File: src/rtl/pipeline_drain_fifo.sv
// Output FIFO behind the 3-stage globally-stalled pipeline: captures valid results,
// raises the global stall when full, and keeps saturating statistics counters.
module pipeline_drain_fifo #(
  parameter int WIDTH = 32,
  parameter int DEPTH = 4,
  parameter int CNT_W = 16
) (
  input  logic                       clk,
  input  logic                       reset,
  input  logic [WIDTH-1:0]           in_data,
  input  logic                       in_valid,
  input  logic                       in_flush,
  output logic                       stall_out,
  output logic [WIDTH-1:0]           m_data,
  output logic                       m_valid,
  input  logic                       m_ready,
  output logic [$clog2(DEPTH+1)-1:0] count,
  output logic [CNT_W-1:0]           words_accepted,
  output logic [CNT_W-1:0]           stall_cycles,
  output logic [CNT_W-1:0]           flush_drops
);

  localparam int AW = $clog2(DEPTH);
  localparam int OW = $clog2(DEPTH+1);
  localparam logic [OW-1:0]    FULL_COUNT = OW'(DEPTH);
  localparam logic [CNT_W-1:0] CNT_MAX    = {CNT_W{1'b1}};

  logic [WIDTH-1:0] mem [DEPTH];
  logic [AW-1:0]    wr_ptr;
  logic [AW-1:0]    rd_ptr;
  logic             push;
  logic             pop;

  // Stall depends on registered occupancy only, so a pop from full releases it one cycle later.
  assign stall_out = (count == FULL_COUNT);
  assign m_valid   = (count != '0);
  assign m_data    = m_valid ? mem[rd_ptr] : '0;

  assign push = in_valid & ~in_flush & ~stall_out;
  assign pop  = m_valid & m_ready;

  always_ff @(posedge clk) begin
    if (push) begin
      mem[wr_ptr] <= in_data;
    end
  end

  always_ff @(posedge clk or posedge reset) begin
    if (reset) begin
      wr_ptr <= '0;
      rd_ptr <= '0;
      count  <= '0;
    end else begin
      if (push) begin
        wr_ptr <= wr_ptr + AW'(1);
      end
      if (pop) begin
        rd_ptr <= rd_ptr + AW'(1);
      end
      if (push && !pop) begin
        count <= count + OW'(1);
      end else if (!push && pop) begin
        count <= count - OW'(1);
      end
    end
  end

  // Statistics counters stick at all-ones instead of wrapping.
  always_ff @(posedge clk or posedge reset) begin
    if (reset) begin
      words_accepted <= '0;
      stall_cycles   <= '0;
      flush_drops    <= '0;
    end else begin
      if (push && (words_accepted != CNT_MAX)) begin
        words_accepted <= words_accepted + CNT_W'(1);
      end
      if (stall_out && (stall_cycles != CNT_MAX)) begin
        stall_cycles <= stall_cycles + CNT_W'(1);
      end
      if (in_valid && in_flush && (flush_drops != CNT_MAX)) begin
        flush_drops <= flush_drops + CNT_W'(1);
      end
    end
  end

endmodule

File: config.mk
export PLATFORM = sky130hd
export DESIGN_NAME = pipeline_drain_fifo
export DESIGN_NICKNAME = d
export VERILOG_FILES = /design/src/rtl/pipeline_drain_fifo.sv
export SDC_FILE = /design/constraint.sdc
export NUM_CORES = 1
export LEC_CHECK = 0
export ABC_AREA = 1
export CAP_MARGIN = 20
export CORE_ASPECT_RATIO = 0.7
export CORE_MARGIN = 10
export CORE_UTILIZATION = 45
export CTS_BUF_LIST = sky130_fd_sc_hd__clkbuf_16
export DETAILED_ROUTE_END_ITERATION = 6
export PLACE_DENSITY_LB_ADDON = 0.1
export SETUP_SLACK_MARGIN = 0.2
export SYNTH_ARGS = -nofsm -noshare
export SYNTH_HDL_FRONTEND = slang
export SYNTH_SLANG_ARGS = --single-unit
File: constraint.sdc
create_clock -name clk -period 2.2 [get_ports clk]
set_input_delay 0.22 -clock clk [delete_from_list [all_inputs] [get_ports clk]]
set_output_delay 0.22 -clock clk [all_outputs]
set_load 0.03 [all_outputs]
==> summary.txt <==
Clocking
  • Buffer depth of the longest clock path: 2
  • Clock insertion delay at the later pin of the skew report: 430 ps
  • TritonCTS clock tree: built
  • Depth of the CTS H-tree: 4
  • Clock sink total: 183
  • CTS buffer count: 17
  • Number of hold-repair buffers added at the cts stage: 0
  • Clock tree root buffer cell: sky130_fd_sc_hd__clkbuf_16
  • Reg clk slew, reported paths: 70 ps

Cells and area
  • Fillcell total: 1493
  • Final antenna diode count: 0
  • Post-route cell area: 0.0114 mm^2
  • Final core utilization: 63.1%
  • Reg area: 0.00522 mm^2
  • Post-layout net count: 1062
  • Most common library cell in the layout ignoring fill and taps: sky130_fd_sc_hd__nand2_1
  • Synthesis-to-layout area growth: 37.1%
  • Multi-input combinational cell area: 0.00305 mm^2
  • Commonest non-fill, non-tap cells in the layout: 180 x sky130_fd_sc_hd__nand2_1, 146 x sky130_fd_sc_hd__nor2_1, 128 x sky130_fd_sc_hd__edfxtp_1, 87 x sky130_fd_sc_hd__clkdlybuf4s50_1, 52 x sky130_fd_sc_hd__dfrtp_1
  • Share of cells above drive strength 1: 21.1%

Timing
  • Final count of negative-setup-slack endpoints: 0
  • Final Hold Violating Endpoints: 0
  • Transition time at the pin with the least slew margin: 516 ps
  • Fin Setup TNS: 0 ps
  • Unrepaired setup endpoints after global routing: true
  • Number of slew-limit violations in the final report: 0
  • Highest achievable clock rate: 482 MHz
  • Clock period minus final worst setup slack: 2070 ps
  • Max-slew headroom: 65.6%
  • Least setup slack across all paths after layout: 127 ps
  • Final worst clock skew: 15.0 ps
  • Fin crit share: 94.2%

Drt
  • Number of violations reported at the end of detailed-routing iteration 0: 470
  • Final routed DRC violation total: 0
  • WL/cell: 16.9 um
  • Number of routed nets with antenna violations: 0
  • Total wire length after detailed routing: 21400 um
  • Vias per cell: 5.04
  • Routed vias: 6371
  • Length of the first detailed-routing pass in iterations: 5

Placed design
  • Final weighted congestion in routability-driven placement: 0.817
  • Final HPWL from detailed placement: 13000 um
  • Worst slack after detailed placement: 74.8 ps
  • Post-place instance area: 0.00992 mm^2
  • Port buffer count: 121

Yosys
  • Area share of fa/ha/maj cells after synthesis: 1.44%
  • Simple-gate share of the synthesized area: 21.3%
  • Xor/xnor share of the synthesized area: 2.00%
  • Post-synthesis register bit count: 183
  • Fraction of synthesized area in multiplexers: 0%
  • Fraction of the mapped netlist area in compound gates: 7.84%
  • Synthesized Nets: 902
  • Unique cell type count in the Yosys netlist: 30
  • Combinational family with the most area after synthesis: simple AND/OR/NAND/NOR gates
  • Number of synthesis warnings: 0
  • Avg Cell Area, Syn: 9.74 um^2
  • Seq/Total Area, Yosys: 62.6%
  • Number of cells produced by synthesis: 856
  • Mapped cell area: 0.00834 mm^2

Power and ir drop
  • Power Density: 1330 mW/mm^2
  • Combinational share of power: 50.6%
  • Relative contribution of the clock network to total power: 19.6%
  • Worst vdd rail ir drop: 0.000796 V
  • Total net switching power: 0.00614 W
  • Static power due to leakage: 4.38 nW
  • Share of total power in sequential cells: 29.9%
  • Internal cell power: 0.00901 W
  • Sw Ratio: 40.5%

Floorplan
  • Initial Util: 46.0%
  • Core outline area: 0.0181 mm^2
  • Placement Rows: 41
  • Vert. Die Dim: 134 um
  • Die Outline Area: 0.0245 mm^2
  • Number of placed I/O pins: 122
  • Die span in x: 183 um

Setup path
  • Worst-case reg-to-reg path depth: 11
  • Last element of the critical path: m_data[1]
  • Largest fanout on the critical path: 8
  • Required time of the worst setup path: 1980 ps
  • Startpoint class of the critical path: flip-flop
  • Reg-to-reg slack, setup: 260 ps
  • Reg-to-Reg Start: count[1]
  • Class of the most critical setup path: flip-flop to primary output
  • Worst R2R End: count[2]
  • Category of the worst setup path capture point: primary output
  • Timing startpoint of the critical path: rd_ptr[0]
  • Data arrival time of the critical path: 1850 ps

Global route
  • Wire length of the first global-routing pass: 33500 um
  • Overall routing resource usage: 17.0%
  • Aggregate global routing overflow: 0
  • Largest net degree at the start of global routing: 33
  • Via count of the first global-routing pass: 6095
  • Antenna violations before repair: 0

Worst hold path
  • HP Class: input pin to async pin

Status
  • Result of the run: finished, final reports clean

Job
  • Count of maximum capacitance violations: 0
## stage by stage
step,total power (W),instances,hold WS (ps)
final,0.0152,1265,54.9
after global routing,0.0159,1265,74.2
after CTS,0.0143,1253,48.1
after detailed placement,0.0103,1204,504
after global placement,0.0103,1204,497
after floorplan,0.00805,856,319
## logic make-up after synthesis
| family | count (synthesis) |
|---|---|
| AO/OA/AOI/OAI | 126 |
| XOR/XNOR | 19 |
| flip-flops | 183 |
| buffers and inverters | 94 |
| AND/OR/NAND/NOR | 425 |
| adder cells (fa/ha/maj) | 9 |
## area by class of cell
type	instances	share of cell area [%]
clock inverters	15	1.37
flip-flops and latches	183	45.7
clock buffers	17	3.72
inverters	65	2.44
multi-input cells	579	26.7
repair buffers	170	17.5
well taps	236	2.58
## state kept, by name, indices dropped and copies added, names as in the netlist
register	count
words_accepted	16
rd_ptr	2
stall_cycles	16
mem	128
count	3
wr_ptr	2
flush_drops	16
## power groups by stage
stage	sequential (W)	combinational, W	clock [W]
2_1_floorplan	0.00485	0.00320	0
3_3_place_gp	0.00458	0.00572	0
3_5_place_dp	0.00458	0.00576	0
4_1_cts	0.00451	0.00678	0.00302
5_1_grt	0.00459	0.00818	0.00318
6_report	0.00452	0.00766	0.00297
## worst min-delay path by stage
stage / depth (start not counted) / end / startpoint
after CTS: 2 / words_accepted[5] / reset
after floorplan: 0 / mem[0][0] / in_data[0]
final: 2 / words_accepted[5] / reset
after detailed placement: 2 / words_accepted[5] / reset
after global routing: 2 / words_accepted[5] / reset
after global placement: 2 / words_accepted[5] / reset
## cells in the mapped netlist
cell type	n	share of area [%]
sky130_fd_sc_hd__buf_1	1	0.045
sky130_fd_sc_hd__nor3_1	1	0.060
sky130_fd_sc_hd__o21ai_1	10	0.60
sky130_fd_sc_hd__nand3b_1	8	0.72
sky130_fd_sc_hd__edfxtp_1	128	46
sky130_fd_sc_hd__nand2_4	1	0.14
sky130_fd_sc_hd__nand2_2	5	0.38
sky130_fd_sc_hd__nor2_2	6	0.45
sky130_fd_sc_hd__xnor2_1	8	0.84
sky130_fd_sc_hd__dfrtp_1	55	17
sky130_fd_sc_hd__nand3_1	22	1.3
sky130_fd_sc_hd__nor2_1	180	8.1
sky130_fd_sc_hd__inv_2	8	0.36
sky130_fd_sc_hd__nand2_1	182	8.2
sky130_fd_sc_hd__clkbuf_1	15	0.68
sky130_fd_sc_hd__nor2_4	3	0.41
sky130_fd_sc_hd__buf_4	1	0.090
sky130_fd_sc_hd__xor2_1	11	1.2
sky130_fd_sc_hd__o21ai_0	75	4.5
sky130_fd_sc_hd__nand4_1	14	1.1
sky130_fd_sc_hd__buf_2	8	0.48
sky130_fd_sc_hd__buf_6	3	0.41
sky130_fd_sc_hd__ha_1	8	1.2
sky130_fd_sc_hd__buf_8	1	0.18
sky130_fd_sc_hd__a21oi_1	35	2.1
sky130_fd_sc_hd__fa_1	1	0.24
sky130_fd_sc_hd__nand3_2	2	0.24
sky130_fd_sc_hd__o21ai_2	6	0.63
sky130_fd_sc_hd__nand2_8	1	0.24
sky130_fd_sc_hd__inv_1	57	2.6
## routing by layer
| metal | share of wire [%] | routed length (um) | up-vias | GRT usage (%) |
|---|---|---|---|---|
| li1 | - | - | 3169 | - |
| met1 | 48 | 10200 | 3019 | 24.0 |
| met2 | 46 | 9790 | 171 | 25.7 |
| met3 | 5.7 | 1220 | 12 | 4.30 |
| met4 | 0.76 | 163 | 0 | 3.92 |
| met5 | 0 | 0 | - | 0 |
## worst max-delay path, stage by stage, from the launching register on
cell and delay, ps:
sky130_fd_sc_hd__dfrtp_2 410, sky130_fd_sc_hd__buf_12 150, sky130_fd_sc_hd__buf_12 130, sky130_fd_sc_hd__clkinv_16 80, sky130_fd_sc_hd__buf_12 150, sky130_fd_sc_hd__o21ai_1 80
sky130_fd_sc_hd__a21oi_1 210, sky130_fd_sc_hd__buf_4 210
## timing repair
| action | 4_1_cts | 5_1_grt |
|---|---|---|
| pin swaps | 29 | 30 |
| buffers inserted | 10 | 7 |
| cloned | 7 | 5 |
| endpoints found under the setup margin | 34 | 34 |
| gates resized for setup | 53 | 114 |
| hold endpoints to repair | 0 | 0 |
No activity file was read; power rests on OpenSTA's default activity.
